==> config.mk <==
export PLATFORM = sky130hd
export DESIGN_NAME = uart_tx
export DESIGN_NICKNAME = d
export VERILOG_FILES = /design/src/rtl/uart_tx.sv
export SDC_FILE = /design/constraint.sdc
export NUM_CORES = 1
export LEC_CHECK = 0
export ABC_AREA = 1
export CAP_MARGIN = 15
export CELL_PAD_IN_SITES_DETAIL_PLACEMENT = 2
export CELL_PAD_IN_SITES_GLOBAL_PLACEMENT = 2
export CORE_MARGIN = 2
export CORE_UTILIZATION = 33
export CTS_BUF_LIST = sky130_fd_sc_hd__clkbuf_16
export CTS_CLUSTER_SIZE = 16
export DETAILED_ROUTE_END_ITERATION = 8
export PLACE_DENSITY = 0.87
export SLEW_MARGIN = 20
export SYNTH_ARGS = -nofsm -noshare
export SYNTH_HDL_FRONTEND = slang
export SYNTH_SLANG_ARGS = --single-unit
==> constraint.sdc <==
create_clock -name clk -period 4.2 [get_ports clk]
set_input_delay 0.84 -clock clk [delete_from_list [all_inputs] [get_ports clk]]
set_output_delay 0.84 -clock clk [all_outputs]
set_load 0.02 [all_outputs]
==> src/rtl/uart_tx.sv <==
// ---------------------------------------------------------------------------
// uart_tx -- serial transmitter behind the MMIO UART TX register.
//
// Each change of the toggle flag uart_tx_data[8] sends one frame on tx. The
// frame carries the byte uart_tx_data[7:0] as seen at the accepting edge:
// start bit 0, then 8 data bits LSB first, then stop bit 1. Every bit lasts
// CLKS_PER_BIT clocks. The design runs on the free-running system clock.
//
// Optional feature macro: UART_TX_PARITY_EN
//   Defined   : an even-parity bit is sent between the last data bit and the
//               stop bit, giving 11*CLKS_PER_BIT cycles per frame.
//   Undefined : plain 8N1 framing, 10*CLKS_PER_BIT cycles per frame.
//
// Parameters:
//   CLK_FREQ_HZ   system clock frequency in Hz
//   BAUD_RATE     line rate in bits per second
//   CLKS_PER_BIT  clocks per serial bit, derived; must be at least 2
//
// Ports:
//   clk              system clock, all logic on posedge
//   rst              synchronous active-high reset
//   uart_tx_data     [8] toggle flag, [7:0] byte to send
//   uart_tx_sending  high while a frame is accepted or in flight
//   tx               serial line, idles high
// ---------------------------------------------------------------------------
module uart_tx #(
  parameter int CLK_FREQ_HZ  = 12_000_000,
  parameter int BAUD_RATE    = 115_200,
  parameter int CLKS_PER_BIT = CLK_FREQ_HZ / BAUD_RATE
) (
  input  logic       clk,
  input  logic       rst,
  input  logic [8:0] uart_tx_data,
  output logic       uart_tx_sending,
  output logic       tx
);

  if (CLKS_PER_BIT < 2) begin : g_cpb_check
    $error("uart_tx: CLKS_PER_BIT must be at least 2");
  end

  localparam int CNT_W = (CLKS_PER_BIT > 2) ? $clog2(CLKS_PER_BIT) : 1;
  localparam logic [CNT_W-1:0] CNT_MAX = CNT_W'(CLKS_PER_BIT - 1);

  typedef enum logic [2:0] {
    IDLE   = 3'd0,
    START  = 3'd1,
    DATA   = 3'd2,
    PARITY = 3'd3,
    STOP   = 3'd4
  } state_t;

  state_t           state_q, state_d;
  logic [CNT_W-1:0] cnt_q, cnt_d;
  logic [2:0]       bit_idx_q, bit_idx_d;
  logic [7:0]       shift_q, shift_d;
  logic             tx_q, tx_d;
  logic             sending_q, sending_d;
  logic             last_toggle_q, last_toggle_d;
`ifdef UART_TX_PARITY_EN
  logic             parity_q, parity_d;
`endif

  logic request;
  logic cnt_done;

  assign request  = (uart_tx_data[8] != last_toggle_q);
  assign cnt_done = (cnt_q == '0);

  always_comb begin
    state_d       = state_q;
    cnt_d         = cnt_q;
    bit_idx_d     = bit_idx_q;
    shift_d       = shift_q;
    tx_d          = tx_q;
    sending_d     = sending_q;
    last_toggle_d = last_toggle_q;
`ifdef UART_TX_PARITY_EN
    parity_d      = parity_q;
`endif

    if (state_q == IDLE) begin
      tx_d      = 1'b1;
      sending_d = 1'b0;
      // The toggle is only looked at here, so any number of flips during a
      // frame collapses into one net comparison once the frame is over.
      if (request) begin
        shift_d       = uart_tx_data[7:0];
        last_toggle_d = uart_tx_data[8];
        state_d       = START;
        tx_d          = 1'b0;
        sending_d     = 1'b1;
        cnt_d         = CNT_MAX;
        bit_idx_d     = 3'd0;
`ifdef UART_TX_PARITY_EN
        parity_d      = ^uart_tx_data[7:0];
`endif
      end
    end else if (!cnt_done) begin
      cnt_d = cnt_q - 1'b1;
    end else begin
      // Bit boundary: the next bit goes onto the line on this same edge.
      cnt_d = CNT_MAX;
      case (state_q)
        START: begin
          state_d   = DATA;
          tx_d      = shift_q[0];
          shift_d   = shift_q >> 1;
          bit_idx_d = 3'd0;
        end
        DATA: begin
          if (bit_idx_q == 3'd7) begin
`ifdef UART_TX_PARITY_EN
            state_d = PARITY;
            tx_d    = parity_q;
`else
            state_d = STOP;
            tx_d    = 1'b1;
`endif
          end else begin
            tx_d      = shift_q[0];
            shift_d   = shift_q >> 1;
            bit_idx_d = bit_idx_q + 3'd1;
          end
        end
`ifdef UART_TX_PARITY_EN
        PARITY: begin
          state_d = STOP;
          tx_d    = 1'b1;
        end
`endif
        STOP: begin
          state_d   = IDLE;
          tx_d      = 1'b1;
          sending_d = 1'b0;
          cnt_d     = '0;
        end
        default: begin
          state_d   = IDLE;
          tx_d      = 1'b1;
          sending_d = 1'b0;
          cnt_d     = '0;
        end
      endcase
    end
  end

  always_ff @(posedge clk) begin
    if (rst) begin
      state_q       <= IDLE;
      cnt_q         <= '0;
      bit_idx_q     <= 3'd0;
      shift_q       <= 8'd0;
      tx_q          <= 1'b1;
      sending_q     <= 1'b0;
      // Resync to the current toggle so the power-up MMIO value (or a toggle
      // left over from an aborted frame) does not trigger a frame.
      last_toggle_q <= uart_tx_data[8];
`ifdef UART_TX_PARITY_EN
      parity_q      <= 1'b0;
`endif
    end else begin
      state_q       <= state_d;
      cnt_q         <= cnt_d;
      bit_idx_q     <= bit_idx_d;
      shift_q       <= shift_d;
      tx_q          <= tx_d;
      sending_q     <= sending_d;
      last_toggle_q <= last_toggle_d;
`ifdef UART_TX_PARITY_EN
      parity_q      <= parity_d;
`endif
    end
  end

  assign tx              = tx_q;
  assign uart_tx_sending = sending_q;

endmodule

**Word-level counts from Yosys, hierarchy flattened**

Cells that the tools add are included.

- Word-level logic and storage cells: 59
- Output and inout bits: 2
- Bits of input ports: 11
- Register bits: 24

- Reduce and logical (&&, ||, !) cells: 11
- Eq/ne operators: 8
- Muxes and demuxes: 31
- Add/sub/neg operators: 2

Operators with widths:

| operator | count |
|---|---|
| $mux 8 | 4 |
| $mux 7 | 4 |
| $mux 3 | 8 |
| $pmux 8 s2 | 1 |
| $pmux 3 s2 | 2 |
| $mux 1 | 11 |
| $logic_not 7->1 | 1 |
| $sub 7x1->7 const B | 1 |
| $ne 3x3->1 const B | 2 |
| $reduce_bool 2->1 | 3 |
| $reduce_and 2->1 | 2 |
| $reduce_and 4->1 | 1 |
| $add 3x1->3 const B | 1 |
| $eq 3x1->1 const B | 1 |
| $eq 3x2->1 const B | 1 |
| $eq 3x3->1 const B | 1 |
| $logic_not 3->1 | 1 |
| $reduce_and 3->1 | 1 |
| $reduce_bool 3->1 | 1 |
| $ne 2x1->1 const B | 1 |
| $ne 2x2->1 const B | 1 |
| $pmux 1 s2 | 1 |
| $reduce_or 2->1 | 1 |
| $ne 1x1->1 | 1 |

**Depth between registers and ports, before layout**

- Word-level depth: 5
- Depth in mapped cells: 11
- Mapped depth without buffers: 10

**Worst setup path after synthesis**

Ideal clock, no wire load.

- Path kind: input -> register
- Start: in uart_tx_data[8]
- End: reg shift_q[0]
- Path slack: 2542 ps
- Data required time: 4087 ps
- Setup time: 113 ps
- Stages: 8
- Buffers on the path: 1
- Data arrival time: 1545 ps
- Path through: inv_1 -> nand2_1 -> nand2_1 -> nand2_8 -> nand3_4 -> buf_6 -> nor2_1 -> nor2_1

- Cells in the longest elaborated chain, start to end: 3

RTL lines:

| item | RTL line | text |
|---|---|---|
| from (decl) | 33 | `input logic [8:0] uart_tx_data,` |
| $ne 1x1->1 | 67 | `assign request = (uart_tx_data[8] != last_toggle_q);` |
| $ne 2x2->1 (no line) | - |  |
| $reduce_and 4->1 (no line) | - |  |
| to (signal assigned) | 166 | `shift_q <= shift_d;` |
| to (decl) | 56 | `logic [7:0] shift_q, shift_d;` |

No other way between the ends.
A chain may end at the register's enable or synchronous reset.

**Worst setup path in the final report**

- Start: in uart_tx_data[8]
- End: reg shift_q[1]

The elaborated chain is that of the path after synthesis.

==> flow_summary.ini <==
[cts]
cts_htree_levels = 1
clkTransAtPathRegs_ns = 0.07
cts_tree = built
clock-sinks = 24
cts_resized = 0
clockBufferDepth = 2
cts_root_buf = clkbuf_16
hold_buffers = 0
clkLatencyLatePin_ns = 0.26
post-cts-setup-buffer-count = 0
cts-buffers-inserted = 3

[sta]
hold_violations = 0
setup_viol = 0
rsz0062_at_grt = false
period_minus_slack_ns = 2.11
hold-worst-slack_ns = 0.514
worst_slew_pin_slew_ns = 0.652
maxSlewViolCount = 0
setup_tns_ns = 0
fin_worst_skew_ns = 0.00192
period_share = 0.502
relSlewSlack = 0.565
fmax_ghz = 0.474

[detailed_routing]
ant_nets = 0
wl_per_cell_um = 13.9
dr.pass1.iters = 4
routed_wl_mm = 3.70
drtIter0Drc = 48
route.detailed.drc = 0
num_vias = 1285
avgViaCountPerCell = 4.83

[floorplanning]
rows = 23
coreArea_sq_um = 4030
start_util = 0.343
dieArea_sq_um = 4720
die_w_um = 68.7
ioPinCount = 13
dieHeight_um = 68.7

[finish]
area_delta_synth_final_pct = 16.0
drive_gt1_frac = 0.0972
finish.utilization = 0.398
stdcell_count = 266
nets = 232
diodes = 0

[worst_setup_path]
crit_arrival_ns = 2.31
reg2reg_depth = 10
crit_start = uart_tx_data[8]
path_max_fanout = 18
critical_path_required_ns = 4.40
r2r_slack_ns = 2.33
timing.rr.end = shift_q[1]
critPathKind = in2reg
startpoint_type = input pin
endpoint = shift_q[1]
critPathCaptureType = flip-flop
rr_startpoint = cnt_q[0]

[yosys]
netlist_area_sq_um = 1380
netlist_instances = 206
synth.top_cell.area_share = 0.333
synth_area_leaders = dfxtp_1 (33%), nand2_1 (14%), nor2_1 (8.7%), inv_1 (7.9%), o21ai_0 (5.8%)
synth_cell_types = 28
synth-warning-count = 0
ys_seq_area_frac = 0.355
ys_ff_latch = 24
synth.largest_area_cell = dfxtp_1
synth.avg_cell_area_sq_um = 6.71
synth_fp_nets = 221

[placed_design]
place.gp.congestion = 0.789
port_buffers = 12
dp.cells = 262
dp_hpwl_mm = 2.58

[hold_path]
hold_class = reg2reg

[run]
max-cap-violations = 0

[global_route]
grt_pass1_wl_mm = 6.33
grt_usage = 0.180
grt.overflow.total = 0
grt_pass1_vias = 1321
grt_max_degree = 23
antenna_found_initial = 0

[run_status]
outcome = finished clean

[power]
power_density_nw_per_um2 = 928
p_total_mw = 1.49
p_leak_nw = 0.769
peakVddDrop_v = 0.000345
[how the worst min path moves through the flow]
stage / from / depth (start not counted) / end / slack [ns]
floorplan: shift_q[7] / 4 / shift_q[7] / 0.49
global placement: uart_tx_sending / 2 / uart_tx_sending / 0.48
detailed placement: uart_tx_sending / 2 / uart_tx_sending / 0.48
CTS: uart_tx_sending / 2 / uart_tx_sending / 0.53
global route: uart_tx_sending / 2 / uart_tx_sending / 0.56
finish: uart_tx_sending / 2 / uart_tx_sending / 0.51
[worst max-delay path, stage by stage]
cell and delay, ns:
clkdlybuf4s50_1 0.50, inv_1 0.05, nand2_1 0.08, nand2_1 0.13
nand2_8 0.17, nand3_4 0.22, nand2_1 0.12, nand2_1 0.06
nor2_1 0.12
[cell families (layout without fill, tap and decap cells)]
kind of cell,Yosys count,count (layout),synth area share
buffers and inverters,38,48,0.119
AO/OA/AOI/OAI,27,27,0.102
flip-flops,24,24,0.355
AND/OR/NAND/NOR,112,112,0.381
XOR/XNOR,1,1,0.00634
adder cells (fa/ha/maj),4,4,0.0362
[synthesized netlist by cell type]
cell       n
nand2_1   52
nand3_4    1
xor2_1     1
nand2_2    4
nand3_1    8
inv_2      2
nand3_2    2
nand4_1    6
ha_1       4
or2_2      1
nor2_4     1
inv_1     29
buf_6      1
nor2_2     2
a21oi_1    9
buf_4      2
a21oi_2    1
clkbuf_1   1
nor3_2     1
o21bai_1   1
buf_2      2
edfxtp_1   1
dfxtp_1   23
nor2_1    32
nand2_8    1
o21ai_0   16
inv_6      1
nand2_4    1
[layout by cell type, fill, tap and decap left out, drive strengths merged]
cell           synthesis  layout
nand3                 11      11
nor2                  35      35
o21ai                 16      16
a21oi                 10      10
inv                   32      32
clkdlybuf4s50          0      12
xor2                   1       1
nor3                   1       1
clkinv                 0       1
ha                     4       4
nand2                 58      58
o21bai                 1       1
nand4                  6       6
or2                    1       1
dfxtp                 23      23
clkbuf                 1       3
edfxtp                 1       1
[area by class of cell]
cell class	instances	area [sq um]
Clock buffer	3	75.1
Multi-Input combinational cell	144	727
Clock inverter	1	3.75
Timing Repair Buffer	12	120
Tap cell	50	62.6
Inverter	32	125
Fill cell	512	2420
Sequential cell	24	490
[power by group]
group          internal, mW  leakage (nW)  total, mW  switching (mW)
clock                 0.128        0.0385      0.217          0.0888
combinational         0.285         0.530      0.880           0.596
sequential            0.324         0.201      0.391          0.0669
[routing by layer]
| layer | share of wire | wire length (um) | track usage | up-vias |
|---|---|---|---|---|
| li1 | - | - | - | 661 |
| met1 | 0.52 | 1920 | 0.243 | 607 |
| met2 | 0.44 | 1640 | 0.297 | 12 |
| met3 | 0.026 | 98 | 0.0292 | 5 |
| met4 | 0.013 | 49 | 0.0515 | 0 |
| met5 | 0 | 0 | 0 | - |
[flip-flops by register name, indices dropped and copies added (netlist names)]
| signal | count |
|---|---|
| last_toggle_q | 1 |
| cnt_q | 7 |
| state_q | 3 |
| bit_idx_q | 3 |
| uart_tx_sending | 1 |
| shift_q | 8 |
| tx | 1 |
[stage by stage]
step | setup WS, ns | instance area [sq um]
final | 2.09 | 1600
after global placement | 1.89 | 1530
after detailed placement | 1.81 | 1530
after CTS | 2.08 | 1600
after global routing | 1.92 | 1600
after floorplan | 2.54 | 1380
No activity file was read; power rests on OpenSTA's default activity.
